<file path="config.mk">
export PLATFORM = sky130hd
export DESIGN_NAME = axi_res_tbl_ctrl_flat
export DESIGN_NICKNAME = d
export VERILOG_FILES = /design/src/rtl/axi_res_tbl_ctrl_if.sv /design/src/rtl/axi_res_tbl_ctrl.sv /design/src/flat_wrapper.sv
export SDC_FILE = /design/constraint.sdc
export NUM_CORES = 1
export LEC_CHECK = 0
export BUFFER_PORTS_ARGS = -buffer_cell sky130_fd_sc_hd__buf_4
export CORE_AREA = 4 4 111 113
export DETAILED_ROUTE_END_ITERATION = 12
export DIE_AREA = 0 0 115 117
export GPL_ROUTABILITY_DRIVEN = 0
export GPL_TIMING_DRIVEN = 0
export PLACE_DENSITY = 0.83
export SLEW_MARGIN = 20
export SYNTH_ARGS = -nofsm -noshare
export SYNTH_HDL_FRONTEND = slang
export SYNTH_SLANG_ARGS = --single-unit
</file>
<file path="constraint.sdc">
create_clock -name clk_i -period 3.5 [get_ports clk_i]
set_input_delay 0.35 -clock clk_i [delete_from_list [all_inputs] [get_ports clk_i]]
set_output_delay 0.35 -clock clk_i [all_outputs]
set_load 0.01 [all_outputs]
</file>
<file path="src/rtl/axi_res_tbl_ctrl_if.sv">
// Bundle of command, response and reservation-table signals for
// axi_res_tbl_ctrl. The slave modport is the controller's view; the master
// modport is the view of whatever issues commands and serves table requests.
interface axi_res_tbl_ctrl_if #(
    parameter int unsigned AXI_ADDR_WIDTH = 64,
    parameter int unsigned AXI_ID_WIDTH   = 5
);
    // command channel
    logic                      cmd_valid_i;
    logic                      cmd_ready_o;
    logic [1:0]                cmd_op_i;
    logic [AXI_ADDR_WIDTH-1:0] cmd_addr_i;
    logic [AXI_ID_WIDTH-1:0]   cmd_id_i;

    // response channel
    logic                      rsp_valid_o;
    logic                      rsp_ready_i;
    logic                      rsp_exokay_o;
    logic [1:0]                rsp_op_o;

    // reservation table: set
    logic                      set_req_o;
    logic                      set_gnt_i;
    logic [AXI_ADDR_WIDTH-1:0] set_addr_o;
    logic [AXI_ID_WIDTH-1:0]   set_id_o;

    // reservation table: check
    logic                      check_req_o;
    logic                      check_gnt_i;
    logic                      check_res_i;
    logic [AXI_ADDR_WIDTH-1:0] check_addr_o;
    logic [AXI_ID_WIDTH-1:0]   check_id_o;

    // reservation table: clear
    logic                      clr_req_o;
    logic                      clr_gnt_i;
    logic [AXI_ADDR_WIDTH-1:0] clr_addr_o;

    modport slave (
        input  cmd_valid_i, cmd_op_i, cmd_addr_i, cmd_id_i,
        output cmd_ready_o,
        output rsp_valid_o, rsp_exokay_o, rsp_op_o,
        input  rsp_ready_i,
        output set_req_o, set_addr_o, set_id_o,
        input  set_gnt_i,
        output check_req_o, check_addr_o, check_id_o,
        input  check_gnt_i, check_res_i,
        output clr_req_o, clr_addr_o,
        input  clr_gnt_i
    );

    modport master (
        output cmd_valid_i, cmd_op_i, cmd_addr_i, cmd_id_i,
        input  cmd_ready_o,
        input  rsp_valid_o, rsp_exokay_o, rsp_op_o,
        output rsp_ready_i,
        input  set_req_o, set_addr_o, set_id_o,
        output set_gnt_i,
        input  check_req_o, check_addr_o, check_id_o,
        output check_gnt_i, check_res_i,
        input  clr_req_o, clr_addr_o,
        output clr_gnt_i
    );
endinterface

</file>
<file path="src/rtl/axi_res_tbl_ctrl.sv">
// axi_res_tbl_ctrl: sequences LR / SC / plain-write commands against an
// external reservation table (set, check, clear ports) and returns one
// response per command with an exclusive-OK flag.
// Optional build macro: AXI_RES_TBL_CTRL_ADDR_ALIGN_EN -- when defined the
// latched address has bits [2:0] cleared (8-byte reservation granule).
// All outputs come straight from flops; request outputs are loaded from the
// next-state value so they track the FSM state exactly.
module axi_res_tbl_ctrl #(
    parameter int unsigned AXI_ADDR_WIDTH = 64,
    parameter int unsigned AXI_ID_WIDTH   = 5
) (
    input  logic              clk_i,
    input  logic              rst_ni,
    axi_res_tbl_ctrl_if.slave bus
);

    localparam logic [2:0] ST_IDLE  = 3'd0;
    localparam logic [2:0] ST_SET   = 3'd1;
    localparam logic [2:0] ST_CHECK = 3'd2;
    localparam logic [2:0] ST_CLR   = 3'd3;
    localparam logic [2:0] ST_RESP  = 3'd4;

    localparam logic [1:0] OP_WRITE = 2'b00;
    localparam logic [1:0] OP_LR    = 2'b01;
    localparam logic [1:0] OP_SC    = 2'b10;

    // Reservation granule applied to the address before it is latched.
    function automatic logic [AXI_ADDR_WIDTH-1:0] granule_addr(
        input logic [AXI_ADDR_WIDTH-1:0] addr
    );
`ifdef AXI_RES_TBL_CTRL_ADDR_ALIGN_EN
        return addr & {{(AXI_ADDR_WIDTH-3){1'b1}}, 3'b000};
`else
        return addr;
`endif
    endfunction

    logic [2:0]                state_r;
    logic [2:0]                state_nxt_s;
    logic                      accept_s;
    logic                      exokay_nxt_s;

    logic [1:0]                op_r;
    logic [AXI_ADDR_WIDTH-1:0] addr_r;
    logic [AXI_ID_WIDTH-1:0]   id_r;
    logic                      res_r;

    logic                      cmd_ready_r;
    logic                      set_req_r;
    logic                      check_req_r;
    logic                      clr_req_r;
    logic                      rsp_valid_r;
    logic                      rsp_exokay_r;

    // Next-state, command acceptance and response exclusive-OK decision.
    always_comb begin
        state_nxt_s  = state_r;
        accept_s     = 1'b0;
        exokay_nxt_s = 1'b0;
        case (state_r)
            ST_IDLE: begin
                if (bus.cmd_valid_i) begin
                    accept_s = 1'b1;
                    case (bus.cmd_op_i)
                        OP_LR:    state_nxt_s = ST_SET;
                        OP_SC:    state_nxt_s = ST_CHECK;
                        OP_WRITE: state_nxt_s = ST_CLR;
                        default:  state_nxt_s = ST_RESP;  // reserved op, exokay 0
                    endcase
                end else begin
                    state_nxt_s = ST_IDLE;
                end
            end
            ST_SET: begin
                if (bus.set_gnt_i) begin
                    state_nxt_s  = ST_RESP;
                    exokay_nxt_s = 1'b1;
                end else begin
                    state_nxt_s = ST_SET;
                end
            end
            ST_CHECK: begin
                if (bus.check_gnt_i) begin
                    if (bus.check_res_i) begin
                        state_nxt_s = ST_CLR;
                    end else begin
                        state_nxt_s  = ST_RESP;
                        exokay_nxt_s = 1'b0;
                    end
                end else begin
                    state_nxt_s = ST_CHECK;
                end
            end
            ST_CLR: begin
                if (bus.clr_gnt_i) begin
                    state_nxt_s  = ST_RESP;
                    exokay_nxt_s = res_r;
                end else begin
                    state_nxt_s = ST_CLR;
                end
            end
            ST_RESP: begin
                if (bus.rsp_ready_i) begin
                    state_nxt_s = ST_IDLE;
                end else begin
                    state_nxt_s  = ST_RESP;
                    exokay_nxt_s = rsp_exokay_r;
                end
            end
            default: begin
                state_nxt_s = ST_IDLE;
            end
        endcase
    end

    // State register and registered handshake/request outputs.
    always_ff @(posedge clk_i or negedge rst_ni) begin
        if (!rst_ni) begin
            state_r      <= ST_IDLE;
            cmd_ready_r  <= 1'b1;
            set_req_r    <= 1'b0;
            check_req_r  <= 1'b0;
            clr_req_r    <= 1'b0;
            rsp_valid_r  <= 1'b0;
            rsp_exokay_r <= 1'b0;
        end else begin
            state_r      <= state_nxt_s;
            cmd_ready_r  <= (state_nxt_s == ST_IDLE);
            set_req_r    <= (state_nxt_s == ST_SET);
            check_req_r  <= (state_nxt_s == ST_CHECK);
            clr_req_r    <= (state_nxt_s == ST_CLR);
            rsp_valid_r  <= (state_nxt_s == ST_RESP);
            rsp_exokay_r <= exokay_nxt_s;
        end
    end

    // Command latch and SC check-result capture.
    always_ff @(posedge clk_i or negedge rst_ni) begin
        if (!rst_ni) begin
            op_r   <= 2'b00;
            addr_r <= {AXI_ADDR_WIDTH{1'b0}};
            id_r   <= {AXI_ID_WIDTH{1'b0}};
            res_r  <= 1'b0;
        end else if (accept_s) begin
            op_r   <= bus.cmd_op_i;
            addr_r <= granule_addr(bus.cmd_addr_i);
            id_r   <= bus.cmd_id_i;
            res_r  <= 1'b0;
        end else if ((state_r == ST_CHECK) && bus.check_gnt_i) begin
            res_r  <= bus.check_res_i;
        end else begin
            res_r  <= res_r;
        end
    end

    assign bus.cmd_ready_o  = cmd_ready_r;
    assign bus.rsp_valid_o  = rsp_valid_r;
    assign bus.rsp_exokay_o = rsp_exokay_r;
    assign bus.rsp_op_o     = op_r;

    assign bus.set_req_o    = set_req_r;
    assign bus.set_addr_o   = addr_r;
    assign bus.set_id_o     = id_r;

    assign bus.check_req_o  = check_req_r;
    assign bus.check_addr_o = addr_r;
    assign bus.check_id_o   = id_r;

    assign bus.clr_req_o    = clr_req_r;
    assign bus.clr_addr_o   = addr_r;

endmodule

</file>
<file path="src/flat_wrapper.sv">
// flat-port wrapper written by rule: the top's interface ports become plain ports
module axi_res_tbl_ctrl_flat 
#(
    parameter int unsigned AXI_ADDR_WIDTH = 64,
    parameter int unsigned AXI_ID_WIDTH   = 5
)
  (clk_i, rst_ni, bus_cmd_valid_i, bus_cmd_op_i, bus_cmd_addr_i, bus_cmd_id_i, bus_cmd_ready_o, bus_rsp_valid_o, bus_rsp_exokay_o, bus_rsp_op_o, bus_rsp_ready_i, bus_set_req_o, bus_set_addr_o, bus_set_id_o, bus_set_gnt_i, bus_check_req_o, bus_check_addr_o, bus_check_id_o, bus_check_gnt_i, bus_check_res_i, bus_clr_req_o, bus_clr_addr_o, bus_clr_gnt_i);
  axi_res_tbl_ctrl_if #(.AXI_ADDR_WIDTH(AXI_ADDR_WIDTH), .AXI_ID_WIDTH(AXI_ID_WIDTH)) bus_i ();
  input  logic clk_i;
  input  logic rst_ni;
  input wire logic [$bits(bus_i.cmd_valid_i)-1:0] bus_cmd_valid_i;
  input wire logic [$bits(bus_i.cmd_op_i)-1:0] bus_cmd_op_i;
  input wire logic [$bits(bus_i.cmd_addr_i)-1:0] bus_cmd_addr_i;
  input wire logic [$bits(bus_i.cmd_id_i)-1:0] bus_cmd_id_i;
  output wire logic [$bits(bus_i.cmd_ready_o)-1:0] bus_cmd_ready_o;
  output wire logic [$bits(bus_i.rsp_valid_o)-1:0] bus_rsp_valid_o;
  output wire logic [$bits(bus_i.rsp_exokay_o)-1:0] bus_rsp_exokay_o;
  output wire logic [$bits(bus_i.rsp_op_o)-1:0] bus_rsp_op_o;
  input wire logic [$bits(bus_i.rsp_ready_i)-1:0] bus_rsp_ready_i;
  output wire logic [$bits(bus_i.set_req_o)-1:0] bus_set_req_o;
  output wire logic [$bits(bus_i.set_addr_o)-1:0] bus_set_addr_o;
  output wire logic [$bits(bus_i.set_id_o)-1:0] bus_set_id_o;
  input wire logic [$bits(bus_i.set_gnt_i)-1:0] bus_set_gnt_i;
  output wire logic [$bits(bus_i.check_req_o)-1:0] bus_check_req_o;
  output wire logic [$bits(bus_i.check_addr_o)-1:0] bus_check_addr_o;
  output wire logic [$bits(bus_i.check_id_o)-1:0] bus_check_id_o;
  input wire logic [$bits(bus_i.check_gnt_i)-1:0] bus_check_gnt_i;
  input wire logic [$bits(bus_i.check_res_i)-1:0] bus_check_res_i;
  output wire logic [$bits(bus_i.clr_req_o)-1:0] bus_clr_req_o;
  output wire logic [$bits(bus_i.clr_addr_o)-1:0] bus_clr_addr_o;
  input wire logic [$bits(bus_i.clr_gnt_i)-1:0] bus_clr_gnt_i;
  assign bus_i.cmd_valid_i = bus_cmd_valid_i;
  assign bus_i.cmd_op_i = bus_cmd_op_i;
  assign bus_i.cmd_addr_i = bus_cmd_addr_i;
  assign bus_i.cmd_id_i = bus_cmd_id_i;
  assign bus_cmd_ready_o = bus_i.cmd_ready_o;
  assign bus_rsp_valid_o = bus_i.rsp_valid_o;
  assign bus_rsp_exokay_o = bus_i.rsp_exokay_o;
  assign bus_rsp_op_o = bus_i.rsp_op_o;
  assign bus_i.rsp_ready_i = bus_rsp_ready_i;
  assign bus_set_req_o = bus_i.set_req_o;
  assign bus_set_addr_o = bus_i.set_addr_o;
  assign bus_set_id_o = bus_i.set_id_o;
  assign bus_i.set_gnt_i = bus_set_gnt_i;
  assign bus_check_req_o = bus_i.check_req_o;
  assign bus_check_addr_o = bus_i.check_addr_o;
  assign bus_check_id_o = bus_i.check_id_o;
  assign bus_i.check_gnt_i = bus_check_gnt_i;
  assign bus_i.check_res_i = bus_check_res_i;
  assign bus_clr_req_o = bus_i.clr_req_o;
  assign bus_clr_addr_o = bus_i.clr_addr_o;
  assign bus_i.clr_gnt_i = bus_clr_gnt_i;
  axi_res_tbl_ctrl #(.AXI_ADDR_WIDTH(AXI_ADDR_WIDTH), .AXI_ID_WIDTH(AXI_ID_WIDTH)) u_core (.clk_i(clk_i), .rst_ni(rst_ni), .bus(bus_i));
endmodule
</file>
# Word level (Yosys, flattened, before mapping)
# Cells that the tools add are included.
# totals
reg_bits,81
wordCells,43
output_inout_bits,210
# op_classes
reduce_logical,5
n_mux,16
eq_ne,11
# ops
cell,count
3-bit 2-to-1 mux,6
3-bit case mux with 5 select lines,1
"3-bit by 2-bit == test with 1-bit output, second input constant",4
3-bit case mux with 3 select lines,1
1-bit 2-to-1 mux,7
"3-bit by 1-bit == test with 1-bit output, second input constant",2
"3-bit == test, second input constant",2
3-bit logical NOT,2
1-bit case mux with 3 select lines,1
"2-bit by 1-bit == test with 1-bit output, second input constant",1
"2-bit == test, second input constant",1
2-bit logical NOT,1
"2-bit != test, second input constant",1
2-bit nonzero test,1
1-bit logical AND,1

# Longest topological paths before layout
# Gate-level depths: netlist of the first run.
# logic_depth
depth_word,5
depth_mapped,5

# Least setup slack after synthesis of the first run
# No wires, ideal clock.
# synth_timing
path_type,register to register
start,register u_core.state_r[1]
end,register u_core.addr_r[0] (netlist: u_core.bus.check_addr_o[0])
arrival_time_ns,1.430
path_buffers,3
path_slack_ns,1.945
required_time_ns,3.375
setup_time_ns,0.125
stages_incl_launch_ff,6
cell_sequence,dfrtp_1 -> buf_6 -> nor4b_4 -> buf_6 -> clkbuf_8 -> mux2_2
# synth_via
elab_chain_len,2
# synth_lines
element,line_no,text
"start, declared",axi_res_tbl_ctrl.sv:38,logic [2:0] state_r;
"start signal, assigned",axi_res_tbl_ctrl.sv:127,state_r <= state_nxt_s;
3-bit logical NOT,axi_res_tbl_ctrl.sv:60,case (state_r)
1-bit 2-to-1 mux,axi_res_tbl_ctrl.sv:60,
"end signal, assigned",axi_res_tbl_ctrl.sv:141,addr_r <= {AXI_ADDR_WIDTH{1'b0}};
"end signal, assigned",axi_res_tbl_ctrl.sv:146,addr_r <= granule_addr(bus.cmd_addr_i);
"end, declared",axi_res_tbl_ctrl.sv:44,logic [AXI_ADDR_WIDTH-1:0] addr_r;
# Every way passes these cells.
# A chain may end at the register's enable or synchronous reset.

# Worst setup path after layout of the first run
# layout_timing
start,register u_core.state_r[1]
end,register u_core.addr_r[46] (netlist: u_core.bus.check_addr_o[46])
# The elaborated chain is that of the path after synthesis.

==> impl_metrics.yaml, run 1 <==
sta:
  period_needed_ns: 1.702
  max_freq_mhz: 587.7
  tightest_slew_ns: 0.7238
  slew_headroom: 0.5175
  setup-tns-final_ns: 0
  rsz0062_at_grt: "no"
  final_max_slew_viol_count: 0
  timing.hold.ws_ns: 0.06240
  final-hold-violation-count: 0
  skew_ns: 0.008151
  finalCritPeriodShare: 0.4862
  finalWorstSetupSlack_ns: 1.798
  setup_viol: 0
logic_synthesis:
  synth_top_family_by_area: "buffers and inverters"
  synthXorXnorAreaFrac: 0
  synth_fp_nets: 406
  yosys_warnings: 0
  synth.area.mux_share: 0.1960
  ys_seq_elements: 81
  synth_top_cells_by_area: "dfrtp_1, buf_4, mux2_2"
  yosysSeqAreaShare: 0.4843
  synth_area_um2: 4188
  syn_avg_cell_area_um2: 12.81
  synth_cells: 327
  synth_top_area_frac: 0.4780
  synth-compound-area-share: 0.01613
  yosys.area_share.simple: 0.03048
  ys_types: 28
  synth_top_area_cell: "dfrtp_1"
  synth_fa_ha_area_frac: 0
critical_path:
  end_kind: "flop"
  crit_arrival_ns: 1.90
  crit_type: "reg -> reg"
  worstSetupStartpoint: "u_core.state_r[1]$_DFF_PN0_"
  start_kind: "flop"
  critPathMaxFanout: 10
  r2r_end: "u_core.bus.check_addr_o[46]$_DFFE_PN0P_"
  rr_worst_depth: 5
  reg2reg_from: "u_core.state_r[1]$_DFF_PN0_"
  crit_path_end: "u_core.bus.check_addr_o[46]$_DFFE_PN0P_"
  cp.required_ns: 3.70
  rrSetupSlack_ns: 1.80
cts:
  cts_buffers: 9
  worstSkewPairLatency_ns: 0.33
  clkTransAtPathRegs_ns: 0.06
  h-tree-depth: 3
  post-cts-setup-buffer-count: 0
  ctsResizeCount: 0
  ctsHoldBuffers: 0
  clock-sinks: 81
  cts_root_buffer: "clkbuf_16"
  cts_tree: "done"
  clock_path_buffers: 2
detailed_routing:
  routed-wl-met3_um: 1106
  drt_wl_total_um: 11330
  highest_layer: "met4"
  drt-initial-drc-count: 68
  firstDrtPassIters: 4
  drc: 0
  dr_wl_met2_um: 6225
  dr_total_vias: 3276
  viasPerCell: 4.233
  ant_nets: 0
  drt-met1-wl_um: 3814
  wl_per_cell_um: 14.64
grt:
  grt_pass1_wl_um: 16870
  gr-usage-all-layers: 0.1582
  grt_overflow: 0
  first_global_vias: 3333
  antenna_found_initial: 0
  grt_max_degree: 82
floorplan:
  io_pins: 289
  rows: 39
  chipWidth_um: 115
  die_y_um: 117
  core_um2: 11320
  die_area_um2: 13460
  start_util: 0.3699
final_layout:
  drive_above_1_share: 0.8288
  nFillCells: 924
  nNetsFinal: 705
  final_util: 0.6054
  diodes: 0
  syn2layout_area_growth_pct: 63.67
placed_design:
  hpwl_um: 9172
  dp_slack_ns: 1.798
  io_buffers: 288
run_status:
  outcome: "finished, final reports clean"
power_and_ir_drop:
  ir_drop_mv: 0.5778
  power_density_nw_per_um2: 1112
  p_leak_uw: 0.003586
run:
  max-cap-violations: 0
min_path:
  hold_class: "in -> async"
[how the worst min path moves through the flow]
| stage | start | to | slack, ns | cells past startpoint |
|---|---|---|---|---|
| 2_1_floorplan | rst_ni | u_core.bus.check_addr_o[0]$_DFFE_PN0P_ | 0.05 | 0 |
| 3_3_place_gp | u_core.bus.rsp_op_o[0]$_DFFE_PN0P_ | u_core.bus.rsp_op_o[0]$_DFFE_PN0P_ | 0.49 | 1 |
| 3_5_place_dp | u_core.bus.rsp_op_o[1]$_DFFE_PN0P_ | u_core.bus.rsp_op_o[1]$_DFFE_PN0P_ | 0.50 | 1 |
| 4_1_cts | bus_cmd_addr_i[53] | u_core.bus.check_addr_o[53]$_DFFE_PN0P_ | 0.24 | 2 |
| 5_1_grt | rst_ni | u_core.bus.check_addr_o[23]$_DFFE_PN0P_ | 0.13 | 1 |
| 6_report | rst_ni | u_core.bus.check_addr_o[58]$_DFFE_PN0P_ | 0.06 | 1 |
[cell families after synthesis]
kind of cell,after synthesis
buffers and inverters,147
flip-flops,81
multiplexers,73
AND/OR/NAND/NOR,16
AO/OA/AOI/OAI,10
[worst max-delay path, cell delays in order, from the launching register on]
cell	delay (ns)
dfrtp_1	0.37
buf_6	0.14
nor4b_4	0.30
buf_6	0.22
clkbuf_8	0.20
mux2_2	0.34
[registers in the layout, indices dropped and copies added (netlist names)]
signal	flops
u_core.bus.check_req_o	1
u_core.bus.rsp_valid_o	1
u_core.res_r	1
u_core.bus.rsp_op_o	2
u_core.bus.check_addr_o	64
u_core.state_r	3
u_core.bus.set_req_o	1
u_core.bus.cmd_ready_o	1
u_core.bus.rsp_exokay_o	1
u_core.bus.check_id_o	5
u_core.bus.clr_req_o	1
[Yosys cell counts (all sizes together)]
| master | count |
|---|---|
| inv | 4 |
| mux2i | 1 |
| nor3 | 2 |
| nand2b | 1 |
| clkbuf | 7 |
| nor3b | 2 |
| nand3b | 1 |
| nor2b | 3 |
| and2 | 1 |
| dfrtp | 80 |
| a22o | 1 |
| o311a | 1 |
| a21oi | 2 |
| nor4bb | 1 |
| mux2 | 72 |
| a32oi | 1 |
| dfstp | 1 |
| nand4 | 1 |
| nor4 | 1 |
| nor4b | 1 |
| buf | 136 |
| nor2 | 2 |
| a221oi | 1 |
| o21ai | 4 |
[metrics by stage]
step	power [uW]	cells	cell area [um2]
4_1_cts	7738	774	6850
5_1_grt	8098	774	6854
3_5_place_dp	6714	758	6529
3_3_place_gp	6573	758	6529
6_report	7621	774	6854
2_1_floorplan	4379	327	4188
[report_power, final]
part / leakage [uW] / total, uW / internal, uW / switching, uW
sequential: 0.000965 / 1900 / 1420 / 486
combinational: 0.00246 / 4720 / 3010 / 1710
clock: 0.000159 / 1000 / 643 / 357
total: 0.00359 / 7620 / 5070 / 2550
[routing by layer]
layer	up-vias	track usage
met5	-	0
met4	0	0.05477
met3	17	0.04833
met2	159	0.2951
met1	1546	0.1692
li1	1554	-
[cells in the final DEF (no fill, tap or decap), drive strengths merged, types with 2 or more instances in the layout]
cell    instances
mux2           72
bufinv          2
nor3            2
clkbuf         18
o21ai           4
a21oi           2
inv             4
dfrtp          80
nor2            2
nor2b           3
buf           424
clkinv          3
nor3b           2
[area by class of cell]
cell class                      instances  area, um2  share of cell area
Buffer                                143       1129              0.1647
Inverter                                4      15.01            0.002191
Clock inverter                          5      78.83             0.01150
Clock buffer                           11      242.7             0.03541
Multi-Input combinational cell         99       1016              0.1482
Tap cell                              143      178.9             0.02610
Sequential cell                        81       2028              0.2959
Timing Repair Buffer                  288       2166              0.3160
No activity file was read; power rests on OpenSTA's default activity.
==> inputs of run 2 (changes only) <==
Settings changed: ABC_AREA from default to 1, CORE_AREA 4 4 111 113 to 4 4 110 112, DIE_AREA 0 0 115 117 to 0 0 114 116, PLACE_DENSITY 0.83 to 0.86.
Clock period 3.5 ns to 1.75 ns, I/O delays scaled along.
==> run 2 against run 1 <==
Effect of this change: clock power is 98% higher; clock skew rose by 0.00092 ns; hold slack improved by 0.018 ns; sequential cell count stayed put; sequential power increased by 110%; critical endpoint is now u_core.bus.check_addr_o[16]$_DFFE_PN0P_; largest cell class unchanged; largest power group unchanged; highest routed layer unchanged.
==> impl_metrics.yaml, run 2 <==
grt:
  first_global_vias: 3611
  gr-usage-all-layers: 0.1733
  grt_overflow: 0
  grt_max_degree: 82
  antenna_found_initial: 0
  grt_pass1_wl_um: 18250
floorplan:
  die_y_um: 116
  start_util: 0.3916
  io_pins: 289
  rows: 39
  chipWidth_um: 114
  die_area_um2: 13220
  core_um2: 11220
logic_synthesis:
  async_reset_ff_frac: 1.000
  yosysSeqAreaShare: 0.4614
  synthMostInstantiatedCell: "buf_4"
  synthXorXnorAreaFrac: 0
  yosys_warnings: 0
  synth_enable_flop_cells: 0
  synth_area_um2: 4395
  ys_types: 21
  synth_top_area_cell: "dfrtp_1"
  synth_top_cells_by_area: "dfrtp_1, buf_4, mux2_4"
  synth_common_cells: "buf_4, dfrtp_1, mux2_4"
  synth_cells: 350
  synth_top_area_frac: 0.4555
  synth_top_family_by_area: "buffers and inverters"
  yosys.area_share.simple: 0.04241
  synth_fp_nets: 429
  synth_fa_ha_area_frac: 0
  synth-compound-area-share: 0.005124
  syn_avg_cell_area_um2: 12.56
  synth.area.mux_share: 0.2237
  synth_top_flop_cell: "dfrtp_1"
  ys_seq_elements: 81
cts:
  cts_buffers: 9
  post-cts-setup-buffer-count: 0
  clock_path_buffers: 2
  cts_tree: "done"
  worstSkewPairLatency_ns: 0.32
  clkTransAtPathRegs_ns: 0.06
  cts_root_buffer: "clkbuf_16"
  clock-sinks: 81
  h-tree-depth: 3
run_status:
  outcome: "finished, final reports clean"
sta:
  rsz0062_at_grt: "no"
  setup_viol: 0
  final-hold-violation-count: 0
  skew_ns: 0.009070
  finalCritPeriodShare: 0.8588
  slew_headroom: 0.5075
  tightest_slew_ns: 0.7387
  setup-tns-final_ns: 0
  max_freq_mhz: 665.3
  final_max_slew_viol_count: 0
  period_needed_ns: 1.503
critical_path:
  critPathMaxFanout: 10
  cp.required_ns: 1.95
  crit_type: "reg -> reg"
  rr_worst_depth: 5
  end_kind: "flop"
  crit_arrival_ns: 1.70
  start_kind: "flop"
  reg2reg_from: "u_core.state_r[0]$_DFF_PN0_"
  r2r_end: "u_core.bus.check_addr_o[16]$_DFFE_PN0P_"
  rrSetupSlack_ns: 0.25
detailed_routing:
  dr_total_vias: 3449
  viasPerCell: 4.322
  drc: 0
  drt_wl_total_um: 12190
  wl_per_cell_um: 15.27
  firstDrtPassIters: 4
  drt-initial-drc-count: 112
  ant_nets: 0
min_path:
  hold_class: "in -> reg"
  hold_depth: 2
  worstHoldEndpoint: "u_core.bus.check_addr_o[40]$_DFFE_PN0P_"
  hold_path_startpoint: "bus_cmd_addr_i[40]"
power_and_ir_drop:
  seq_power_share: 0.244
  p_leak_uw: 0.003954
  power_density_nw_per_um2: 2281
  swShare: 0.3378
  internal_power_uw: 10670
  comb_power_share: 0.633
  switchingPower_uw: 5444
  ir_drop_mv: 1.249
  clockPowerShare: 0.123
run:
  max-cap-violations: 0
final_layout:
  diodes: 0
  regArea_um2: 2028
  finalNonFillerCells: 798
  nNetsFinal: 729
  multi_input_area_um2: 1192
  syn2layout_area_growth_pct: 60.75
  largest_register_ffs: 64
  drive_above_1_share: 0.7863
  nFillCells: 908
  final_cell_mix: "buf_4, dfrtp_1, mux2_4, nand2_1"
  final_common_cell: "buf_4"
placed_design:
  dp_cells: 781
  io_buffers: 288
  hpwl_um: 9836
run 2: power groups by stage:
| stage | Clock, uW | Sequential [uW] | Combinational (uW) |
|---|---|---|---|
| after floorplan | 0 | 4090 | 5410 |
| after CTS | 2020 | 3940 | 10300 |
| final | 1980 | 3930 | 10200 |
| after global routing | 2100 | 4100 | 10800 |
| after global placement | 0 | 3870 | 10100 |
| after detailed placement | 0 | 3950 | 10300 |
run 2: worst max path at each step:
| stage | startpoint | endpoint | slack, ns |
|---|---|---|---|
| final | u_core.state_r[0]$_DFF_PN0_ | u_core.bus.check_addr_o[16]$_DFFE_PN0P_ | 0.25 |
| after global routing | u_core.state_r[0]$_DFF_PN0_ | u_core.bus.check_addr_o[39]$_DFFE_PN0P_ | 0.18 |
| after CTS | u_core.state_r[0]$_DFF_PN0_ | u_core.bus.check_addr_o[37]$_DFFE_PN0P_ | 0.25 |
| after detailed placement | u_core.state_r[0]$_DFF_PN0_ | u_core.bus.check_addr_o[37]$_DFFE_PN0P_ | 0.26 |
| after global placement | u_core.state_r[0]$_DFF_PN0_ | u_core.bus.check_addr_o[11]$_DFFE_PN0P_ | 0.31 |
| after floorplan | u_core.state_r[0]$_DFF_PN0_ | u_core.bus.check_addr_o[0]$_DFFE_PN0P_ | 0.39 |
run 2: cell type report:
cell class / count / area share
Clock buffer: 13 / 0.03542
Inverter: 13 / 0.006906
Multi-Input combinational cell: 115 / 0.1688
Buffer: 141 / 0.1594
Tap cell: 143 / 0.02532
Sequential cell: 81 / 0.2871
Timing Repair Buffer: 289 / 0.3080
Clock inverter: 3 / 0.009208
run 2: critical path, cell delays in order, from the launching register on:
cell	delay [ns]
dfrtp_1	0.47
nor2_4	0.18
nand2_2	0.08
buf_6	0.18
buf_12	0.16
mux2_4	0.29
run 2: per-stage QoR:
step                power [uW]  setup slack [ns]  utilization  cell area (um2)  hold slack [ns]
detailed placement       14260            0.2582       0.6002             6736           0.4089
finish                   16120            0.2470       0.6295             7066          0.07995
global placement         13930            0.3059       0.6002             6736           0.3914
CTS                      16300            0.2533       0.6283             7052          0.05911
floorplan                 9502            0.3936            -             4395          -0.1206
global route             17050            0.1804       0.6295             7066          0.06922
run 2: routing by layer:
| metal | part of all wire | vias up | global-route usage |
|---|---|---|---|
| met1 | 0.34 | 1672 | 0.1831 |
| li1 | - | 1603 | - |
| met5 | 0 | - | 0 |
| met3 | 0.078 | 16 | 0.04282 |
| met2 | 0.57 | 158 | 0.3380 |
| met4 | 0.015 | 0 | 0.05067 |
run 2: what timing repair did:
| action | in CTS | in global routing |
|---|---|---|
| hold buffers | 0 | 1 |
| gates resized for setup | 0 | 0 |
| hold endpoints to repair | 0 | 80 |
run 2: cells by family after synthesis:
kind of cell	Yosys count
DFF	81
buffers and inverters	154
muxes	69
and+or+nand+nor	42
AOI/OAI and AO/OA	4
